$ cat src/rtl/lsu_mem_port.sv
// lsu_mem_port: multicycle load/store port between the datapath and data memory.
//
// A start pulse in IDLE captures the access (is_store, funct3, addr, store_data).
// One CHECK cycle validates size and alignment. A legal access then runs a
// req/ack handshake in REQ, with the request fields held stable until ack.
// One RESP cycle pulses done with the fault code.
// Load data is lane-aligned, sign- or zero-extended, and registered into D_in,
// which feeds the bus_C writeback mux.
//
// Ports:
//   clk, rst_n          clock (rising edge), asynchronous active-low reset
//   start, is_store     request pulse (sampled only in IDLE), store/load select
//   funct3, addr        RV32I size/sign field, effective byte address
//   store_data          RS2 value to store
//   D_in                registered load result
//   done, fault, busy   completion pulse, fault code valid with done, busy flag
//   mem_req/we/addr/be/wdata, mem_rdata, mem_ack   memory handshake
module lsu_mem_port #(
    parameter int unsigned TIMEOUT_CYCLES = 255
) (
    input  logic        clk,
    input  logic        rst_n,
    input  logic        start,
    input  logic        is_store,
    input  logic [2:0]  funct3,
    input  logic [31:0] addr,
    input  logic [31:0] store_data,
    output logic [31:0] D_in,
    output logic        done,
    output logic [1:0]  fault,
    output logic        busy,
    output logic        mem_req,
    output logic        mem_we,
    output logic [31:0] mem_addr,
    output logic [3:0]  mem_be,
    output logic [31:0] mem_wdata,
    input  logic [31:0] mem_rdata,
    input  logic        mem_ack
);

    localparam logic [7:0] TIMEOUT_LIMIT = 8'(TIMEOUT_CYCLES);

    typedef enum logic [1:0] {
        IDLE  = 2'b00,
        CHECK = 2'b01,
        REQ   = 2'b10,
        RESP  = 2'b11
    } state_t;

    state_t      state_r, state_s;
    logic        is_store_r, is_store_s;
    logic [2:0]  funct3_r, funct3_s;
    logic [31:0] addr_r, addr_s;
    logic [31:0] store_data_r, store_data_s;
    logic [7:0]  cnt_r, cnt_s;
    logic [31:0] d_in_s;
    logic        done_s, busy_s, mem_req_s, mem_we_s;
    logic [1:0]  fault_s;
    logic [31:0] mem_addr_s, mem_wdata_s;
    logic [3:0]  mem_be_s;

    // funct3 encodings this port accepts; LBU/LHU have no store counterpart
    function automatic logic size_legal(input logic st, input logic [2:0] f3);
        case (f3)
            3'b000, 3'b001, 3'b010: size_legal = 1'b1;
            3'b100, 3'b101:         size_legal = ~st;
            default:                size_legal = 1'b0;
        endcase
    endfunction

    function automatic logic misaligned(input logic [2:0] f3, input logic [1:0] a);
        case (f3[1:0])
            2'b01:   misaligned = a[0];
            2'b10:   misaligned = (a != 2'b00);
            default: misaligned = 1'b0;
        endcase
    endfunction

    function automatic logic [3:0] lane_be(input logic [2:0] f3, input logic [1:0] a);
        case (f3[1:0])
            2'b00:   lane_be = 4'b0001 << a;
            2'b01:   lane_be = a[1] ? 4'b1100 : 4'b0011;
            default: lane_be = 4'b1111;
        endcase
    endfunction

    // Replicate the datum across every lane so memory only needs the byte enables
    function automatic logic [31:0] lane_wdata(input logic [2:0] f3, input logic [31:0] d);
        case (f3[1:0])
            2'b00:   lane_wdata = {4{d[7:0]}};
            2'b01:   lane_wdata = {2{d[15:0]}};
            default: lane_wdata = d;
        endcase
    endfunction

    function automatic logic [31:0] load_extract(input logic [2:0] f3, input logic [1:0] a,
                                                 input logic [31:0] rd);
        logic [7:0]  b;
        logic [15:0] h;
        b = rd[{a, 3'b000} +: 8];
        h = a[1] ? rd[31:16] : rd[15:0];
        case (f3)
            3'b000:  load_extract = {{24{b[7]}}, b};
            3'b001:  load_extract = {{16{h[15]}}, h};
            3'b100:  load_extract = {24'd0, b};
            3'b101:  load_extract = {16'd0, h};
            default: load_extract = rd;
        endcase
    endfunction

    // State register
    always_ff @(posedge clk or negedge rst_n) begin
        if (!rst_n) begin
            state_r <= IDLE;
        end else begin
            state_r <= state_s;
        end
    end

    // Next state plus next value of every registered output and captured field
    always_comb begin
        state_s      = state_r;
        is_store_s   = is_store_r;
        funct3_s     = funct3_r;
        addr_s       = addr_r;
        store_data_s = store_data_r;
        cnt_s        = cnt_r;
        d_in_s       = D_in;
        fault_s      = 2'b00;
        mem_req_s    = mem_req;
        mem_we_s     = mem_we;
        mem_addr_s   = mem_addr;
        mem_be_s     = mem_be;
        mem_wdata_s  = mem_wdata;
        case (state_r)
            IDLE: begin
                if (start) begin
                    is_store_s   = is_store;
                    funct3_s     = funct3;
                    addr_s       = addr;
                    store_data_s = store_data;
                    state_s      = CHECK;
                end else begin
                    state_s = IDLE;
                end
            end
            CHECK: begin
                if (!size_legal(is_store_r, funct3_r)) begin
                    fault_s = 2'b11;
                    state_s = RESP;
                    d_in_s  = is_store_r ? D_in : 32'd0;
                end else if (misaligned(funct3_r, addr_r[1:0])) begin
                    fault_s = 2'b01;
                    state_s = RESP;
                    d_in_s  = is_store_r ? D_in : 32'd0;
                end else begin
                    state_s     = REQ;
                    cnt_s       = 8'd0;
                    mem_req_s   = 1'b1;
                    mem_we_s    = is_store_r;
                    mem_addr_s  = {addr_r[31:2], 2'b00};
                    mem_be_s    = lane_be(funct3_r, addr_r[1:0]);
                    mem_wdata_s = lane_wdata(funct3_r, store_data_r);
                end
            end
            REQ: begin
                if (mem_ack) begin
                    state_s     = RESP;
                    mem_req_s   = 1'b0;
                    mem_we_s    = 1'b0;
                    mem_addr_s  = 32'd0;
                    mem_be_s    = 4'd0;
                    mem_wdata_s = 32'd0;
                    d_in_s      = is_store_r ? D_in
                                             : load_extract(funct3_r, addr_r[1:0], mem_rdata);
                end else if ((cnt_r + 8'd1) == TIMEOUT_LIMIT) begin
                    state_s     = RESP;
                    fault_s     = 2'b10;
                    mem_req_s   = 1'b0;
                    mem_we_s    = 1'b0;
                    mem_addr_s  = 32'd0;
                    mem_be_s    = 4'd0;
                    mem_wdata_s = 32'd0;
                    d_in_s      = is_store_r ? D_in : 32'd0;
                end else begin
                    cnt_s = cnt_r + 8'd1;
                end
            end
            RESP: begin
                state_s = IDLE;
            end
            default: begin
                state_s = IDLE;
            end
        endcase
        done_s = (state_s == RESP);
        busy_s = (state_s != IDLE);
    end

    // Captured access fields, wait counter and all registered outputs
    always_ff @(posedge clk or negedge rst_n) begin
        if (!rst_n) begin
            is_store_r   <= 1'b0;
            funct3_r     <= 3'd0;
            addr_r       <= 32'd0;
            store_data_r <= 32'd0;
            cnt_r        <= 8'd0;
            D_in         <= 32'd0;
            done         <= 1'b0;
            fault        <= 2'b00;
            busy         <= 1'b0;
            mem_req      <= 1'b0;
            mem_we       <= 1'b0;
            mem_addr     <= 32'd0;
            mem_be       <= 4'd0;
            mem_wdata    <= 32'd0;
        end else begin
            is_store_r   <= is_store_s;
            funct3_r     <= funct3_s;
            addr_r       <= addr_s;
            store_data_r <= store_data_s;
            cnt_r        <= cnt_s;
            D_in         <= d_in_s;
            done         <= done_s;
            fault        <= fault_s;
            busy         <= busy_s;
            mem_req      <= mem_req_s;
            mem_we       <= mem_we_s;
            mem_addr     <= mem_addr_s;
            mem_be       <= mem_be_s;
            mem_wdata    <= mem_wdata_s;
        end
    end

endmodule
$ cat config.mk
export PLATFORM = sky130hd
export DESIGN_NAME = lsu_mem_port
export DESIGN_NICKNAME = d
export VERILOG_FILES = /design/src/rtl/lsu_mem_port.sv
export SDC_FILE = /design/constraint.sdc
export NUM_CORES = 1
export LEC_CHECK = 0
export ABC_AREA = 1
export CAP_MARGIN = 40
export CORE_MARGIN = 10
export CORE_UTILIZATION = 50
export DETAILED_ROUTE_END_ITERATION = 8
export GPL_ROUTABILITY_DRIVEN = 0
export PLACE_DENSITY = 0.9
export SETUP_SLACK_MARGIN = 0.05
export SYNTH_ARGS = -nofsm -noshare
export SYNTH_HDL_FRONTEND = slang
export SYNTH_SLANG_ARGS = --single-unit
$ cat constraint.sdc
create_clock -name clk -period 5.6 [get_ports clk]
set_input_delay 0.84 -clock clk [delete_from_list [all_inputs] [get_ports clk]]
set_output_delay 0.84 -clock clk [all_outputs]
set_load 0.005 [all_outputs]
==> results of run 1 <==
## cell type report
class	instances	area, um2
Antenna cell	1	2.50
Clock buffer	17	425
Clock inverter	15	178
Fill cell	1358	5680
Inverter	83	312
Multi-Input combinational cell	774	3650
Sequential cell	182	4550
Tap cell	225	282
Timing Repair Buffer	218	2220
## kinds of logic after synthesis
| kind of cell | Yosys count |
|---|---|
| AOI/OAI and AO/OA | 138 |
| adders and majority gates | 9 |
| buffers and inverters | 148 |
| DFF | 182 |
| muxes | 40 |
| other | 1 |
| and+or+nand+nor | 585 |
## power by group through the flow
stage	combinational, uW	sequential (uW)	clock, uW
after CTS	3020	2190	1230
after floorplan	1910	2130	0
after global placement	2820	2190	0
after detailed placement	3000	2210	0
after global routing	3370	2250	1290
final	3020	2200	1220
## per-stage QoR
| step | cells | power [uW] | hold WS [ps] | setup WS (ps) |
|---|---|---|---|---|
| CTS | 1514 | 6450 | 176 | 2240 |
| floorplan | 1104 | 4030 | 443 | 3650 |
| global route | 1515 | 6910 | 174 | 1860 |
| finish | 1515 | 6440 | 186 | 2190 |
| detailed placement | 1482 | 5220 | 457 | 1940 |
| global placement | 1478 | 5010 | 449 | 1770 |
## cell usage in the layout (no fill, tap or decap), types with 2 or more instances in the layout
| cell | n |
|---|---|
| nand4_1 | 10 |
| mux2_2 | 40 |
| conb_1 | 2 |
| buf_4 | 8 |
| inv_2 | 6 |
| o211ai_1 | 5 |
| o21bai_1 | 2 |
| inv_8 | 4 |
| clkinv_8 | 3 |
| inv_12 | 2 |
| ha_1 | 9 |
| nand2_2 | 4 |
| o21ai_0 | 41 |
| nand3_1 | 78 |
| nor2_2 | 2 |
| buf_16 | 3 |
| clkbuf_16 | 17 |
| clkinv_4 | 2 |
| nor2_1 | 60 |
| dfrtp_1 | 182 |
| a21oi_1 | 81 |
| nand2_1 | 428 |
| inv_1 | 76 |
| clkdlybuf4s50_1 | 206 |
| a22oi_1 | 7 |
| inv_6 | 3 |
## sequential cells by signal, indices dropped and copies added, names as in the netlist
name          cells
is_store_r        1
mem_addr         30
mem_be            4
mem_wdata        32
D_in             32
fault             2
store_data_r     32
busy              1
addr_r           32
state_r           2
mem_req           1
cnt_r             8
mem_we            1
funct3_r          3
done              1
## routing by layer
layer / vias to the layer above / global-route usage / share of wire
li1: 3853 / - / -
met1: 3860 / 0.257 / 0.37
met2: 399 / 0.379 / 0.50
met3: 83 / 0.0553 / 0.083
met4: 0 / 0.0985 / 0.041
met5: - / 0 / 0
## worst min-delay path by stage
stage	startpoint	endpoint	slack, ps	cells past startpoint
detailed placement	mem_addr[15]	mem_addr[15]	460	2
floorplan	addr_r[11]	mem_addr[11]	440	2
global placement	addr_r[5]	mem_addr[5]	450	2
global route	rst_n	addr_r[5]	170	1
CTS	rst_n	addr_r[5]	180	1
finish	rst_n	addr_r[5]	190	1
## critical path, stage by stage, from the launching register on
cell and delay (ps):
dfrtp_1 390, inv_1 100, ha_1 520, inv_1 140, nand2_2 330, clkinv_1 720, buf_4 510, a21oi_1 210
nand3_1 110, nand2_1 110, inv_1 40, nand3_1 60, nand2_1 70
==> impl_results.md, run 1 <==
- Hold WC Path Type: in2async
- Syn. warnings: 0
- Req. time, crit path: just under 6000 ps
- Setup crit end kind: register
- Post-synthesis mux area share: 0.0511
- Yosys top cell area share: 0.516
- Largest net degree at the start of global routing: 98
- Synth Flop Type: dfrtp_1
- Reg2Reg Setup Slack: 2190 ps
- Clk_skew: 12.9 ps
- Root Driver: clkbuf_16
- Share of layout cells above drive strength 1: 0.0776
- Simple-gate area share of the yosys netlist: 0.266
- Post-CTS setup buffers: 0
- Critical path arrival: roughly 3700 ps
- Switching power: between 2000 and 3000 uW
- Startpoint types: register
- LEAKAGE: ~0.0059 uW
- Num CTS Buffers: 17
- Final Instance Area: between 10,000 and 15,000 um2
- CTS tree: done
- Number of buffers inserted by hold repair at cts: 0
- Synth cell types: 27
- Core Util, Final: 0.672
- Crit-path max FO: 33
- R2R cell count: 12
- Crit Path Class: reg2reg
- Grt total ovfl: 0
- Detailed-route via count: slightly above 8,000
- Row count: between 40 and 50
- DP Area: roughly 11,000 um2
- RR Startpoint: funct3_r[0]
- Syn avg cell area: between 7 and 8 um2
- Setup TNS Final: 0 ps
- Most instantiated cells after synthesis: nand2_1, dfrtp_1, a21oi_1, nand3_1, inv_1
- Slew @ Worst Pin: roughly 760 ps
- Worst-Skew Late Latency: ~440 ps
- Setup violations, final: 0
- IO Pins: 210
- Adder-Cell Fraction of Synth Area: 0.0128
- Post-synth top area cell: dfrtp_1
- Port buffer count: 207
- Dpl hpwl: between 15 and 20 mm
- Core area: 17,300 um2
- Fin crit period: 3410 ps
- Iter 0 DRT Violations: 880
- Drc violations: 0
- Initial antenna violation count: 1
- Sw Share: 0.423
- GRT Total Usage: 0.221
- Die area: around 23,000 um2
- Clk slew on worst S/H paths: 80 ps
- H-tree depth: 4
- Post-DRT Antenna Nets: 0
- Crit path to: D_in[26]
- Mapped Area: between 8000 and 9000 um2
- Cell Int Power: about 3700 uW
- Cell with the most instances after synthesis: nand2_1
- Share of the yosys chip area belonging to registers: 0.516
- Detailed Routing Iterations Pass 1: 8
- Vert. Die Dim: around 150 um
- Fmax: 294 MHz
- Syn Inst Count: 1,103
- # Max-Cap Violations: 0
- Count of nets after finishing: ~1,400
- CTS max path bufs: 2
- Ys async rst share: 1.00
- Fin. max-slew vios: 0
- Post-synth EDFFs: 0
- Vias in the first global route: 7,931
- Final hold violations: 0
- Synth top area cells: dfrtp_1, nand2_1, mux2_2
- RSZ-0062 raised after global routing: no
- Period utilization: 0.608
- Pwr dens: 554 nW/um2
- Cts repair resizes: 0
- Sequential power share: 0.341
- Status: complete, no violations
- Post-synthesis compound-gate area fraction: 0.0827
- Worst setup path startpoint: funct3_r[0]
- Post-Route WL: 26.5 mm
- Slew headroom: 0.490
- Width of the die: 153 um
- Max VDD drop: around 0.00028 V
- Initial Util: 0.510
- Comb power frac: 0.469
- First-pass GRT wire length: between 40 and 50 mm
- Clock power share: 0.189
- DR WL/cell: around 18 um
- R2R Path End: D_in[26]
- Sink Count: ~180
- Yosys reg bits: about 180
- Main combinational cell family by area after synthesis: simple AND/OR/NAND/NOR gates
- Xor and xnor area share after synthesis: 0
- Vias/cell: about 5.4
- Layout area overhead: 31.7%
No activity file was read; power rests on OpenSTA's default activity.
==> run 2, diff against run 1 <==
==> constraint.sdc (replaced) <==
create_clock -name clk -period 3.4 [get_ports clk]
set_input_delay 0.51 -clock clk [delete_from_list [all_inputs] [get_ports clk]]
set_output_delay 0.51 -clock clk [all_outputs]
set_load 0.005 [all_outputs]
==> impl_results.md, run 2 (synthesis gave the netlist of run 1 again) <==
- Fin crit period: 2790 ps (was 3410 ps)
- Vert. Die Dim: 153 um (unchanged)
- Final Instance Area: 11,600 um2 (about the same)
- CP delay by family, top: simple AND/OR/NAND/NOR gates (was buffers and inverters)
- Row count: 48 (unchanged)
- Filler cells: 1,358 (unchanged)
- Root Driver: clkbuf_16 (unchanged)
- CP bufs+invs: 4 (was 5)
- Max VDD drop: 0.000572 V (was 0.000281 V)
- Critical path arrival: 3160 ps (was 3740 ps)
- Clk slew on worst S/H paths: 70 ps (was 80 ps)
- Commonest cells after routing, fill and taps aside: nand2_1, clkdlybuf4s50_1, dfrtp_1 (unchanged)
- First-pass GRT wire length: 42.3 mm (was 42.2 mm)
- IO Pins: 210 (unchanged)
- Startpoint types: register (unchanged)
- Count of nets after finishing: 1,392 (was 1,389)
- Cts repair resizes: 0 (unchanged)
- Core Util, Final: 0.671 (was 0.672)
- CTS max path bufs: 2 (unchanged)
- Worst-Skew Late Latency: 440 ps (about the same)
- Crit-path max FO: 20 (was 33)
- Slowest stage cell, crit path: ha_1 (was clkinv_1)
- Initial antenna violation count: 1 (unchanged)
- Crit Path Class: reg2reg (unchanged)
- Req. time, crit path: 3770 ps (was 5940 ps)
- Cell Chain, Critical Path: inv_1 -> ha_1 -> inv_1 -> nand2_2 -> nor2_1 -> o21ai_2 -> nand3_1 -> nand2_1 -> inv_2 -> nand2_1 -> buf_4 -> nand2_1 -> nand2_1 (was inv_1 -> ha_1 -> inv_1 -> nand2_2 -> clkinv_1 -> buf_4 -> a21oi_1 -> nand3_1 -> nand2_1 -> inv_1 -> nand3_1 -> nand2_1)
- Layout area overhead: 31.5% (was 31.7%)
- Final hold violations: 0 (unchanged)
- Number of buffers inserted by hold repair at cts: 0 (unchanged)
- Period utilization: 0.822 (was 0.608)
- GRT Total Usage: 0.222 (was 0.221)
- Slew headroom: 0.432 (was 0.490)
- Dpl hpwl: 18.6 mm (was 19.0 mm)
- LEAKAGE: 0.00587 uW (was 0.00588 uW)
- Fmax: 358 MHz (was 294 MHz)
- Detailed Routing Iterations Pass 1: 5 (was 8)
- Iter 0 DRT Violations: 885 (was 880)
- Grt total ovfl: 0 (unchanged)
- DR WL/cell: 17.5 um (about the same)
- Die area: 23,400 um2 (unchanged)
- Post-Route WL: 26.6 mm (was 26.5 mm)
- Drc violations: 0 (unchanged)
- Slew @ Worst Pin: 851 ps (was 761 ps)
- Detailed-route via count: 8,140 (was 8,195)
- Largest net degree at the start of global routing: 69 (was 98)
- Most used cell, CP: nand2_1 (was inv_1)
- Setup TNS Final: 0 ps (unchanged)
- Core area: 17,300 um2 (unchanged)
- Vias/cell: 5.36 (was 5.41)
- Hold slack: 30.5 ps (was 186 ps)
- Initial Util: 0.510 (unchanged)
- Fin. max-slew vios: 0 (unchanged)
- Status: complete, no violations (unchanged)
- Post-DRT Antenna Nets: 0 (unchanged)
- Post-CTS setup buffers: 0 (unchanged)
- Port buffer count: 207 (unchanged)
- Vias in the first global route: 7,824 (was 7,931)
- H-tree depth: 4 (unchanged)
- Hold WC Path Type: in2async (unchanged)
- # Max-Cap Violations: 0 (unchanged)
- DP Area: 11,000 um2 (unchanged)
- RSZ-0062 raised after global routing: no (unchanged)
- Pwr dens: 909 nW/um2 (was 554 nW/um2)
- Clk_skew: 16.4 ps (was 12.9 ps)
- Setup violations, final: 0 (unchanged)
- Commonest non-fill, non-tap cell in the layout: nand2_1 (unchanged)
- Width of the die: 153 um (unchanged)
- CTS tree: done (unchanged)
- Num CTS Buffers: 17 (unchanged)
- Sink Count: 182 (unchanged)
- Largest stage delay, worst path: 460 ps (was 720 ps)
- Setup crit end kind: register (unchanged)
- Share of layout cells above drive strength 1: 0.0789 (was 0.0776)
## run 2: changes by cell type in the layout (fill, tap and decap cells not counted), moves of 2 or more
cell,delta
buf_12,+3
buf_16,-3
buf_4,+3
clkbuf_8,+3
clkinv_8,-3
clkinvlp_4,+2
inv_12,-2
inv_6,-2
inv_8,-2
## run 2: path summary, 6_finish.rpt
path | startpoint | to | slack [ps] | cells after the start
max in group asynchronous | rst_n | D_in[23] | 2500 | 2
max reg2reg | funct3_r[1] | D_in[4] | 610 | 13
min in group clk | mem_addr[19] | mem_addr[19] | 470 | 2
max | funct3_r[1] | D_in[4] | 610 | 13
min | rst_n | addr_r[5] | 30 | 1
min reg2reg | mem_addr[19] | mem_addr[19] | 470 | 2
## run 2: layout make-up
type,count,area (um2),share of cell area
Multi-Input combinational cell,774,3650,0.315
Inverter,83,312,0.0269
Clock inverter,11,115,0.00992
Tap cell,225,282,0.0243
Sequential cell,182,4550,0.393
Timing Repair Buffer,221,2220,0.191
Clock buffer,21,470,0.0406
Antenna cell,1,2.50,0.000216
## run 2: metrics by stage
stage / total power (uW) / worst slack [ps] / instances
after floorplan: 6640 / 1520 / 1104
after global placement: 8340 / 808 / 1483
after detailed placement: 8560 / 707 / 1485
after CTS: 10600 / 666 / 1517
after global routing: 11300 / 320 / 1518
final: 10500 / 606 / 1518
## run 2: worst reg2reg max path: stages (launching register included)
cell	delay [ps]
dfrtp_1	390
inv_1	110
ha_1	460
inv_1	130
nand2_2	320
nor2_1	110
o21ai_2	190
nand3_1	100
nand2_1	80
inv_2	40
nand2_1	320
buf_4	340
nand2_1	100
nand2_1	60
## run 2: where the power goes
| part | internal (uW) | switching, uW | total [uW] | leakage, uW |
|---|---|---|---|---|
| sequential | 3050 | 545 | 3590 | 0.00227 |
| clock | 1080 | 883 | 1970 | 0.000280 |
| combinational | 2050 | 2940 | 4990 | 0.00331 |
## run 2: routing by layer
metal  GRT usage  up-vias  wire [um]
met4       0.102        0       1000
met2       0.373      372      13400
li1            -     3864          -
met1       0.266     3838      10200
met5           0        -          0
met3      0.0502       66       2040
==> run 3, diff against run 2 <==
--- a/config.mk
+++ b/config.mk
@@ -8,10 +8,10 @@
 export ABC_AREA = 1
 export CAP_MARGIN = 40
 export CORE_MARGIN = 10
-export CORE_UTILIZATION = 50
+export CORE_UTILIZATION = 45
 export DETAILED_ROUTE_END_ITERATION = 8
 export GPL_ROUTABILITY_DRIVEN = 0
-export PLACE_DENSITY = 0.9
+export PLACE_DENSITY = 0.86
 export SETUP_SLACK_MARGIN = 0.05
 export SYNTH_ARGS = -nofsm -noshare
 export SYNTH_HDL_FRONTEND = slang
==> constraint.sdc (replaced) <==
create_clock -name clk -period 2.4 [get_ports clk]
set_input_delay 0.36 -clock clk [delete_from_list [all_inputs] [get_ports clk]]
set_output_delay 0.36 -clock clk [all_outputs]
set_load 0.005 [all_outputs]
==> impl_results.md, run 3 (synthesis gave the netlist of run 1 again) <==
- Sequential power share: 0.333 (was 0.341)
- Clk slew on worst S/H paths: 70 ps (about the same)
- H-tree depth: 4 (unchanged)
- Cell Int Power: 8880 uW (was 6180 uW)
- Crit Path Class: reg2reg (unchanged)
- Reg2Reg Setup Slack: 300 ps (was 610 ps)
- Core area: 19,400 um2 (was 17,300 um2)
- Startpoint types: register (unchanged)
- RR Startpoint: funct3_r[1] (unchanged)
- Initial Util: 0.455 (was 0.510)
- Worst setup path startpoint: funct3_r[1] (unchanged)
- Commonest cells after routing, fill and taps aside: nand2_1, clkdlybuf4s50_1, dfrtp_1 (unchanged)
- Post-Route WL: 26.7 mm (was 26.6 mm)
- Clk_skew: 9.79 ps (was 16.4 ps)
- Hold slack: 453 ps (was 30.5 ps)
- Num CTS Buffers: 17 (unchanged)
- Most used cell, CP: nand2_2 (was nand2_1)
- R2R Path End: mem_addr[14] (was D_in[4])
- Cell Chain, Critical Path: inv_1 -> ha_1 -> inv_2 -> nand2_2 -> a21oi_1 -> o21ai_2 -> nand2_2 -> a21oi_1 -> nand2_2 -> buf_12 -> nand2_1 -> nand2_1 (was inv_1 -> ha_1 -> inv_1 -> nand2_2 -> nor2_1 -> o21ai_2 -> nand3_1 -> nand2_1 -> inv_2 -> nand2_1 -> buf_4 -> nand2_1 -> nand2_1)
- RSZ-0062 raised after global routing: no (unchanged)
- Fin crit period: 2100 ps (was 2790 ps)
- Final hold violations: 0 (unchanged)
- Setup crit end kind: register (unchanged)
- Cell count after placement: 1,538 (was 1,485)
- Vias in the first global route: 8,082 (was 7,824)
- # Max-Cap Violations: 0 (unchanged)
- Switching power: 6280 uW (was 4370 uW)
- Slowest stage cell, crit path: dfrtp_1 (was ha_1)
- Port buffer count: 207 (unchanged)
- CP bufs+invs: 3 (was 4)
- Crit-path max FO: 68 (was 20)
- CTS tree: done (unchanged)
- Critical path arrival: 2470 ps (was 3160 ps)
- Width of the die: 160 um (was 153 um)
- Commonest non-fill, non-tap cell in the layout: nand2_1 (unchanged)
- DR WL/cell: 17.0 um (was 17.5 um)
- R2R cell count: 12 (was 13)
- GRT Total Usage: 0.205 (was 0.222)
- Max VDD drop: 0.000824 V (was 0.000572 V)
- Worst-Skew Late Latency: 430 ps (was 440 ps)
- Iter 0 DRT Violations: 744 (was 885)
- Setup ws final: 300 ps (was 606 ps)
- Layout area overhead: 34.1% (was 31.5%)
- Sw Share: 0.414 (about the same)
- Setup TNS Final: 0 ps (unchanged)
- Logic depth of the worst path, buffers included: 12 (was 13)
- Vias/cell: 5.18 (was 5.36)
- IO Pins: 210 (unchanged)
- Status: complete, no violations (unchanged)
- Clock power share: 0.184 (was 0.186)
- Largest stage delay, worst path: 360 ps (was 460 ps)
- Drc violations: 0 (unchanged)
- First-pass GRT wire length: 42.7 mm (was 42.3 mm)
- Die area: 25,600 um2 (was 23,400 um2)
- Root Driver: clkbuf_16 (unchanged)
- Initial antenna violation count: 5 (was 1)
- DP Worst Slack: 276 ps (was 707 ps)
- Fmax: 476 MHz (was 358 MHz)
- Core Util, Final: 0.610 (was 0.671)
- Detailed Routing Iterations Pass 1: 6 (was 5)
- Setup violations, final: 0 (unchanged)
- CP delay by family, top: simple AND/OR/NAND/NOR gates (unchanged)
- Hold WC Path Type: in2async (unchanged)
- Detailed-route via count: 8,171 (was 8,140)
- Vert. Die Dim: 160 um (was 153 um)
- Fin. max-slew vios: 0 (unchanged)
- Comb power frac: 0.483 (was 0.473)
- Post-CTS setup buffers: 0 (unchanged)
- Sink Count: 182 (unchanged)
- Req. time, crit path: 2770 ps (was 3770 ps)
- Post-Layout Cell Count: 1,576 (was 1,518)
- LEAKAGE: 0.00597 uW (was 0.00587 uW)
- Dpl hpwl: 19.3 mm (was 18.6 mm)
- Row count: 51 (was 48)
- Post-DRT Antenna Nets: 0 (unchanged)
- CTS max path bufs: 2 (unchanged)
- Share of layout cells above drive strength 1: 0.0881 (was 0.0789)
- Count of nets after finishing: 1,406 (was 1,392)
- Period utilization: 0.875 (was 0.822)
- Grt total ovfl: 0 (unchanged)
- Crit path to: mem_addr[14] (was D_in[4])
- Largest net degree at the start of global routing: 69 (unchanged)
- Pwr dens: 1280 nW/um2 (was 909 nW/um2)
==> run 3: cell count changes in the layout (fill, tap and decap cells not counted) <==
cell,before,now
clkinvlp_4,3,1
inv_6,1,3
inv_8,2,4
clkinv_8,0,2
buf_12,3,7
clkbuf_1,1,0
buf_6,1,0
buf_4,11,20
diode_2,1,6
clkbuf_8,3,1
clkinv_4,3,2
dlygate4sd3_1,0,1
==> run 3: repair_timing <==
item,in CTS,in global routing
gates resized for setup,0,0
hold buffers,1,0
endpoints found under the hold margin,52,0
==> run 3: stage by stage <==
step                area [um2]  power (uW)
global placement         11200       12100
CTS                      11800       15200
finish                   11800       15200
floorplan                 8820        9410
detailed placement       11200       12400
global route             11800       16300
==> run 3: how the worst min path moves through the flow <==
stage | to | slack (ps) | cells past startpoint
detailed placement | store_data_r[27] | 360 | 1
floorplan | D_in[0] | 60 | 0
finish | mem_wdata[26] | 450 | 2
global placement | mem_wdata[27] | 360 | 1
CTS | store_data_r[30] | 460 | 2
global route | mem_addr[11] | 490 | 2
==> run 3: layout make-up <==
cell class	instances	area (um2)
well taps	265	332
inverters	83	312
clock buffers	17	425
repair buffers	235	2380
fillers	1674	7570
flip-flops and latches	182	4550
diodes	6	15.0
clock inverters	14	164
multi-input cells	774	3650
==> run 3: power groups by stage <==
stage | Combinational, uW | Sequential [uW] | Clock [uW]
after floorplan | 4450 | 4960 | 0
after global placement | 7050 | 5030 | 0
after detailed placement | 7280 | 5080 | 0
after CTS | 7340 | 5040 | 2840
after global routing | 8170 | 5190 | 2960
final | 7320 | 5050 | 2790
==> run 3: routing by layer <==
metal,GRT usage,share of wire,vias up
met5,0,0,-
met1,0.245,0.39,3846
li1,-,-,3880
met2,0.343,0.50,386
met3,0.0450,0.081,59
met4,0.101,0.038,0
